$ cat src/rtl/script_pkg.sv
// Shared script-engine definitions: fetch state encoding,
// default geometry and instruction field positions.
package script_pkg;

   localparam int SCRIPT_ADDR_W   = 8;
   localparam int SCRIPT_START_PC = 0;

   typedef enum logic [2:0] {
      S_IDLE,
      S_RD_LO,
      S_RD_HI,
      S_RD_WAIT,
      S_PRESENT,
      S_HALTED
   } fetch_state_e;

   localparam int I_NUM_HI   = 15;
   localparam int I_NUM_LO   = 8;
   localparam int I_SIGN_HI  = 7;
   localparam int I_SIGN_LO  = 5;
   localparam int FUN_HI     = 4;
   localparam int FUN_LO     = 3;
   localparam int OP_CODE_HI = 2;
   localparam int OP_CODE_LO = 0;

endpackage

$ cat src/rtl/script_fetch.sv
// Script fetch stage: reads two RAM bytes per instruction and
// presents the word to the decoder over valid/ready.
module script_fetch
   import script_pkg::*;
#(
   parameter int ADDR_W   = SCRIPT_ADDR_W,
   parameter int START_PC = SCRIPT_START_PC
) (
   input  logic              clk,
   input  logic              rst_n,
   input  logic              start,
   input  logic              stop,
   output logic [ADDR_W-1:0] mem_addr,
   output logic              mem_rd,
   input  logic [7:0]        mem_data,
   output logic [15:0]       instr,
   output logic [ADDR_W-1:0] instr_pc,
   output logic              instr_valid,
   input  logic              instr_ready,
   input  logic              jump_valid,
   input  logic [ADDR_W-1:0] jump_target,
   input  logic              halt,
   output logic              busy,
   output logic              done,
   output logic              align_err
);

   localparam logic [ADDR_W-1:0] PC0 = ADDR_W'(START_PC);

   fetch_state_e      state, state_nx;
   logic [ADDR_W-1:0] pc, pc_nx;
   logic              set_align, clr_align;

   always_comb begin
      state_nx  = state;
      pc_nx     = pc;
      set_align = 1'b0;
      clr_align = 1'b0;
      mem_addr  = pc;
      mem_rd    = 1'b0;
      unique case (state)
         S_IDLE, S_HALTED: begin
            if (start) begin
               pc_nx     = PC0;
               clr_align = 1'b1;
               state_nx  = S_RD_LO;
            end
         end
         S_RD_LO: begin
            mem_rd   = 1'b1;
            state_nx = S_RD_HI;
         end
         S_RD_HI: begin
            mem_addr = pc + ADDR_W'(1);
            mem_rd   = 1'b1;
            state_nx = S_RD_WAIT;
         end
         S_RD_WAIT: state_nx = S_PRESENT;
         S_PRESENT: begin
            if (instr_ready) begin
               if (halt) begin
                  state_nx = S_HALTED;
               end else if (jump_valid) begin
                  pc_nx     = {jump_target[ADDR_W-1:1], 1'b0};
                  set_align = jump_target[0];
                  state_nx  = S_RD_LO;
               end else begin
                  pc_nx    = pc + ADDR_W'(2);
                  state_nx = S_RD_LO;
               end
            end
         end
         default: state_nx = S_IDLE;
      endcase
      // Abort overrides any transition, including a same-cycle start.
      if (stop) begin
         state_nx  = S_IDLE;
         pc_nx     = pc;
         set_align = 1'b0;
         clr_align = 1'b0;
      end
   end

   always_ff @(posedge clk or negedge rst_n) begin
      if (!rst_n) begin
         state       <= S_IDLE;
         pc          <= PC0;
         instr       <= '0;
         instr_pc    <= '0;
         instr_valid <= 1'b0;
         busy        <= 1'b0;
         done        <= 1'b0;
         align_err   <= 1'b0;
      end else begin
         state       <= state_nx;
         pc          <= pc_nx;
         instr_valid <= (state_nx == S_PRESENT);
         busy        <= (state_nx != S_IDLE) && (state_nx != S_HALTED);
         done        <= (state_nx == S_HALTED) && (state != S_HALTED);
         if (set_align)
            align_err <= 1'b1;
         else if (clr_align)
            align_err <= 1'b0;
         if (state == S_RD_HI)
            instr[I_SIGN_HI:OP_CODE_LO] <= mem_data;
         if (state == S_RD_WAIT) begin
            instr[I_NUM_HI:I_NUM_LO] <= mem_data;
            instr_pc                 <= pc;
         end
      end
   end

endmodule

$ cat config.mk
export PLATFORM = sky130hd
export DESIGN_NAME = script_fetch
export DESIGN_NICKNAME = d
export VERILOG_FILES = /design/src/rtl/script_pkg.sv /design/src/rtl/script_fetch.sv
export SDC_FILE = /design/constraint.sdc
export NUM_CORES = 1
export LEC_CHECK = 0
export BUFFER_PORTS_ARGS = -buffer_cell sky130_fd_sc_hd__buf_4
export CAP_MARGIN = 20
export CORE_MARGIN = 4
export CORE_UTILIZATION = 53
export DETAILED_ROUTE_END_ITERATION = 6
export GPL_TIMING_DRIVEN = 0
export PLACE_DENSITY_LB_ADDON = 0.08
export SLEW_MARGIN = 20
export SYNTH_ARGS = -nofsm -noshare
export SYNTH_HDL_FRONTEND = slang
export SYNTH_SLANG_ARGS = --single-unit
$ cat constraint.sdc
create_clock -name clk -period 3.4 [get_ports clk]
set_clock_uncertainty 0.2 [all_clocks]
set_input_delay 0.34 -clock clk [delete_from_list [all_inputs] [get_ports clk]]
set_output_delay 0.34 -clock clk [all_outputs]
set_load 0.05 [all_outputs]
# [Yosys cells after proc, flatten, opt, wreduce, memory -nomap -nowiden]
# Cells that the tools add are included.
[totals] input_bits=23 out_inout_bits=37 elab_cells=55 register_bits=39
[op_classes] muxes=22 bitwise_logic=1 n_addsub=2 n_reduce_logical=9 n_eq_ne=12
[op_table] op="two-way mux 8 bit" count=5
[op_table] op="case mux 8 bit (2 select lines)" count=1
[op_table] op="case mux 3 bit (5 select lines)" count=1
[op_table] op="equality test 3 bit (second input constant)" count=4
[op_table] op="two-way mux 3 bit" count=4
[op_table] op="two-way mux 1 bit" count=11
[op_table] op="adder 8 x 1 -> 8 bit (second input constant)" count=1
[op_table] op="adder 8 x 2 -> 8 bit (second input constant)" count=1
[op_table] op="equality test 3 x 2 -> 1 bit (second input constant)" count=2
[op_table] op="!= test 2 bit (second input constant)" count=3
[op_table] op="!= test 3 bit (second input constant)" count=2
[op_table] op="AND reduction 5 bit" count=1
[op_table] op="nonzero test 2 bit" count=2
[op_table] op="OR reduction 2 bit" count=2
[op_table] op="equality test 3 x 1 -> 1 bit (second input constant)" count=1
[op_table] op="logical NOT 3 bit" count=1
[op_table] op="nonzero test 3 bit" count=1
[op_table] op="logical AND 1 bit" count=2
[op_table] op="NOT 1 bit" count=1

# [Depth between registers and ports, before layout]
# Gate-level depths: netlist of run 1.
[logic_depth] ltp_word=6 mapped_depth=5 depth_no_buf=5

# [Worst setup path after synthesis of run 1]
# OpenSTA, ideal clock, no wires.
[synth_timing] kind="reg-to-reg" startpoint="register state[2]" endpoint="register instr[0]" setup_time_ps=125 stages_incl_launch_ff=4 t_required_ps=3075 period_less_slack_ps=2269 arrival_ps=1944 slack_ps=1131 cell_sequence="dfrtp_1 -> buf_2 -> nor3_2 -> mux2_2"
[synth_between] elab_chain_len=1
[synth_lines] element="start, declared" line_no="script_fetch.sv:30" text="fetch_state_e state, state_nx;"
[synth_lines] element="start signal, assigned" line_no="script_fetch.sv:95" text="state <= state_nx;"
[synth_lines] element="equality test 3 x 2 -> 1 bit" line_no="script_fetch.sv:104" text="if (state == S_RD_HI)"
[synth_lines] element="end signal, assigned by index" line_no="script_fetch.sv:105" text="instr[I_SIGN_HI:OP_CODE_LO] <= mem_data;"
[synth_lines] element="end signal, assigned by index" line_no="script_fetch.sv:107" text="instr[I_NUM_HI:I_NUM_LO] <= mem_data;"
[synth_lines] element="end, declared" line_no="script_fetch.sv:16" text="output logic [15:0] instr,"
# Every way passes these cells.
# A chain may end at the register's enable or synchronous reset.

# [Worst setup path after layout of run 1]
[layout_timing] startpoint="register state[2]" endpoint="output mem_addr[0]"
[layout_between] elab_chain_len=2
[layout_lines] element="equality test 3 x 2 -> 1 bit" line_no="script_fetch.sv:41" text="unique case (state)"
[layout_lines] element="two-way mux 8 bit" line_no="script_fetch.sv:41"
[layout_lines] element="end, declared" line_no="script_fetch.sv:13" text="output logic [ADDR_W-1:0] mem_addr,"
# Every way passes these cells.

==> impl_metrics.yaml, run 1 <==
synth:
  syn-num-nets: 168
  synth_seq_cells: 37
  synth_compound_area_share_pct: 10.1
  synth-edff-count: 0
  synth_top_family_by_area: "multiplexers"
  muxShareOfSynthArea_pct: 17.9
  async_flop_share_pct: 100
  synth_adder_area_share_pct: 0.713
  avgSynthCellArea_um2: 12.2
  synthSimpleGateAreaFrac_pct: 10.8
  yosysWarnings: 0
  syn-cell-area_um2: 1750
  ys.flop_type: "dfrtp_1"
  yosysUniqueCellTypes: 39
  yosysSeqAreaShare_pct: 52.8
  synth_xor_xnor_area_share_pct: 2.00
  synth_cells: 144
floorplanning:
  rows: 20
  core_um2: 3100
  die_area_um2: 4290
  ios: 60
  die_y_um: 65.5
  start_util_pct: 56.5
  die_w_um: 65.5
clocking:
  cts_resized: 0
  clockBufferDepth: 2
  cts_setup_buffers: 0
  numCtsBuffers: 5
  cts_tree: "yes"
  clkTransAtPathRegs_ns: 0.11
  clkLatencyLatePin_ns: 0.34
  cts_hold_buffers: 1
  cts_max_level: 2
  cts.sinks: 37
  cts-root-buf: "clkbuf_4"
placed_design:
  place_hpwl_um: 2730
  dp.cells: 246
  post-place-ws_ns: 1.30
  placed_area_um2: 2240
  portBuffers: 58
  place_congestion: 0.931
setup_path:
  end_kind: "output pin"
  path_cells: "buf_2 > nor3_2 > buf_4"
  critical_path.top_delay_family: "simple AND/OR/NAND/NOR gates"
  worstPathArrival_ns: 1.91
  max_stage_delay_ns: 0.62
  critical_path_class: "flop to output pin"
  reg2reg_depth: 3
  slowest_stage: "nor3_2"
  path_max_fanout: 10
  cp.required_ns: 2.86
  cp-start-kind: "flop"
  critPathBufInv: 2
  cp.depth: 3
global_route:
  grt_use_total_pct: 18.2
  grt_pass1_wl_um: 5980
  antenna_found_initial: 0
  grt_pass1_vias: 1356
  grt_overflow: 0
  grt_max_degree: 38
layout:
  antenna_cells: 0
  final_nets: 234
  utilization_pct: 74.9
  drive_gt1_share_pct: 48.8
  final_common_cell: "buf_4"
  layout_common_cells: "63 x buf_4, 37 x dfrtp_1, 15 x mux2_2"
  design_area_um2: 2320
  syn_to_final_growth_pct: 32.5
  instances_no_fill: 255
power:
  p_leak_nw: 1.15
  p_total_mw: 1.66
  vdd_drop_max_mv: 0.277
  powerDensity_nw_per_um2: 712
detailed_routing:
  vias: 1323
  routed_via_density: 5.19
  dr.pass1.iters: 4
  wl_per_cell_um: 14.3
  route.detailed.drc: 0
  ant_nets: 0
  drt_first_iter_violations: 47
  drt_wl_total_um: 3640
timing:
  setup-tns-final_ns: 0
  fin_crit_ns: 2.45
  relSlewSlack_pct: 52.4
  setup_viol: 0
  grt_setup_unrepaired: "false"
  hold_ws_ns: 0.0177
  period_share_pct: 71.9
  max_freq_mhz: 409
  fin_ws_ns: 0.954
  tightest_slew_ns: 0.710
  hold_viol: 0
  drv_slew: 0
run_status:
  status: "finished clean"
run:
  cap_violations: 0
worst_hold_path:
  hold_depth: 2
  hp-class: "input port to flop"
[worst register-to-register path, stage by stage (launching register included)]
cell and delay, ns:
dfrtp_1 0.42, buf_2 0.20, nor3_2 0.62, mux2_2 0.42
[registers in the layout, summed over array words and instances, names as in the netlist]
signal,flops
state,3
instr_pc,7
pc,7
align_err,1
instr_valid,1
instr,16
done,1
busy,1
[cells by family (layout without fill, tap and decap cells)]
group / after synthesis / count (layout)
AOI/OAI and AO/OA: 26 / 26
xor gates and xnor gates: 4 / 4
adders and majority gates: 1 / 1
buffers and inverters: 16 / 83
DFF: 37 / 37
muxes: 25 / 25
other: 1 / 1
and+or+nand+nor: 34 / 34
[cells in the mapped netlist (2+ instances only)]
library cell	n	area (um^2)
dfrtp_1	37	926
mux2_2	15	169
o21ai_0	10	50.1
mux2_4	9	135
nand2_1	8	30.0
nor3_1	6	30.0
buf_4	5	37.5
nor2_1	5	18.8
clkbuf_1	4	15.0
nand3_1	4	20.0
xnor2_1	4	35.0
a22o_1	2	17.5
buf_2	2	10.0
buf_6	2	22.5
inv_1	2	7.51
nand2b_1	2	12.5
nor2b_1	2	12.5
o21a_1	2	15.0
o21bai_1	2	15.0
o31ai_1	2	15.0
[power breakdown]
group / switching, mW / leakage, nW / internal [mW]
registers: 0.0596 / 0.478 / 0.545
logic: 0.515 / 0.630 / 0.276
clock network: 0.140 / 0.0413 / 0.120
total: 0.715 / 1.15 / 0.941
[layout make-up]
class,count,area [um^2]
sequential,37,926
fill,239,778
multi-input combinational,91,732
timing repair buffer,59,445
buffer,13,85.1
clock buffer,7,65.1
tap,44,55.1
inverter,3,11.3
clock inverter,1,5.00
[per-layer routing]
metal  share of wire, %  routed length [um]  GRT usage, %
met1                 41                1480          21.5
met3                6.1                 220          4.27
met2                 52                1870          32.1
met5                  0                   0             0
met4                1.7                  61          6.99
[worst paths after layout]
path / from / end / slack [ns]
hold / removal: stop / state[1] / 0.02
min in group asynchronous: rst_n / instr_pc[3] / 0.29
setup / recovery: state[2] / mem_addr[0] / 0.95
hold reg to reg: instr[14] / instr[14] / 0.32
setup reg to reg: state[2] / instr[0] / 1.44
max in group asynchronous: rst_n / instr_valid / 2.38
Power figures use the tool's default switching activity.
==> run 2: changes to the inputs <==
Settings changed: CORE_UTILIZATION 53 to 49.
Clock period 3.4 ns to 2.35 ns, I/O delays scaled along.
==> impl_metrics.yaml, run 2 (synthesized netlist as in run 1, its figures left out) <==
detailed_routing:
  drt_wl_total_um: 3870
  ant_nets: 0
  wl_per_cell_um: 14.4
  route.detailed.drc: 0
  vias: 1346
  dr.pass1.iters: 4
  drt_first_iter_violations: 47
  routed_via_density: 5.00
power:
  vdd_drop_max_mv: 0.511
  p_total_mw: 2.48
  seq_power_share_pct: 35.4
  p_comb_share_pct: 46.8
  intPower_mw: 1.43
  switchingPower_mw: 1.05
  p_leak_nw: 1.20
  powerDensity_nw_per_um2: 1010
  netSwitchingFraction_pct: 42.4
  power_frac_clock_pct: 17.8
clocking:
  clkTransAtPathRegs_ns: 0.12
  cts.sinks: 37
  cts_tree: "yes"
  cts_max_level: 2
  clockBufferDepth: 2
  clkLatencyLatePin_ns: 0.34
  cts-root-buf: "clkbuf_4"
  numCtsBuffers: 5
setup_path:
  end_kind: "output pin"
  path_max_fanout: 10
  crit_path_start: "state[2]"
  r2r_setup_slack_ns: 0.39
  cp.required_ns: 1.91
  r2r-start: "state[0]"
  critical_path_class: "flop to output pin"
  worstPathArrival_ns: 1.75
  reg2reg_depth: 5
  worstReg2RegEnd: "pc[3]"
  cp-start-kind: "flop"
  endpoint: "mem_addr[0]"
timing:
  hold_viol: 0
  hold_ws_ns: 0.0111
  max_freq_mhz: 458
  setup-tns-final_ns: 0
  fin_ws_ns: 0.166
  grt_setup_unrepaired: "false"
  drv_slew: 0
  relSlewSlack_pct: 56.6
  setup_viol: 0
  period_share_pct: 92.9
  fin_crit_ns: 2.18
  tightest_slew_ns: 0.647
floorplanning:
  die_y_um: 67.8
  rows: 21
  die_w_um: 67.8
  start_util_pct: 51.8
  die_area_um2: 4600
  ios: 60
  core_um2: 3390
layout:
  drive_gt1_share_pct: 46.2
  antenna_cells: 0
  reg_top3: "instr: 16 flops, instr_pc: 7 flops, pc: 7 flops"
  layout_common_cells: "63 x buf_4, 37 x dfrtp_1, 15 x mux2_2"
  final_common_cell: "buf_4"
  largest_register_ffs: 16
  nFillCells: 252
  utilization_pct: 72.8
  design_area_um2: 2470
  syn_to_final_growth_pct: 40.7
  final_nets: 246
  top_register: "instr"
  instances_no_fill: 269
global_route:
  grt_pass1_wl_um: 6150
  antenna_found_initial: 0
  grt_use_total_pct: 18.0
  grt_max_degree: 38
  grt_pass1_vias: 1359
  grt_overflow: 0
run:
  cap_violations: 0
placed_design:
  place_congestion: 0.924
  dp.cells: 248
  place_hpwl_um: 2850
  portBuffers: 58
  placed_area_um2: 2250
  post-place-ws_ns: 0.355
worst_hold_path:
  hp-class: "input port to flop"
run_status:
  status: "finished clean"
## run 2: cell type report
| type | instances | area (um^2) | area share (%) |
|---|---|---|---|
| buffer | 13 | 85.1 | 3.45 |
| clock buffer | 5 | 37.5 | 1.52 |
| clock inverter | 3 | 46.3 | 1.88 |
| inverter | 3 | 11.3 | 0.456 |
| multi-input combinational | 91 | 738 | 29.9 |
| sequential | 37 | 926 | 37.5 |
| tap | 46 | 57.6 | 2.33 |
| timing repair buffer | 71 | 566 | 22.9 |
## run 2: how the worst min path moves through the flow
| stage | depth (start not counted) | endpoint | from |
|---|---|---|---|
| 6_report | 3 | pc[7] | jump_target[7] |
| 5_1_grt | 3 | pc[7] | jump_target[7] |
| 4_1_cts | 3 | pc[7] | jump_target[7] |
| 3_5_place_dp | 1 | instr_pc[6] | rst_n |
| 3_3_place_gp | 1 | pc[4] | rst_n |
| 2_1_floorplan | 0 | align_err | rst_n |
## run 2: critical path, cell delays in order (launching register included)
cell and delay, ns:
dfrtp_1 0.44, buf_2 0.21, nor3_4 0.47, buf_4 0.29
## run 2: timing repair
item | in CTS | in global routing
resized for setup | 1 | 0
hold buffers | 13 | 0
setup endpoints to repair | 1 | 0
endpoints found under the hold margin | 60 | 0
buffers inserted | 0 | 0
## run 2: power groups by stage
stage                     clock [mW]  sequential, mW  combinational [mW]
after floorplan                    0            1.40               0.273
after global placement             0           0.878                1.14
after detailed placement           0           0.894                1.15
after CTS                      0.451           0.879                1.17
after global routing           0.479           0.900                1.22
final                          0.440           0.878                1.16
## run 2: layer usage
layer  global-route usage, %  routed length [um]  vias up
li1                        -                   -      660
met2                    31.1                2010       40
met4                    7.44                  69        0
met1                    21.6                1580      637
met3                    3.94                 208        9
met5                       0                   0        -
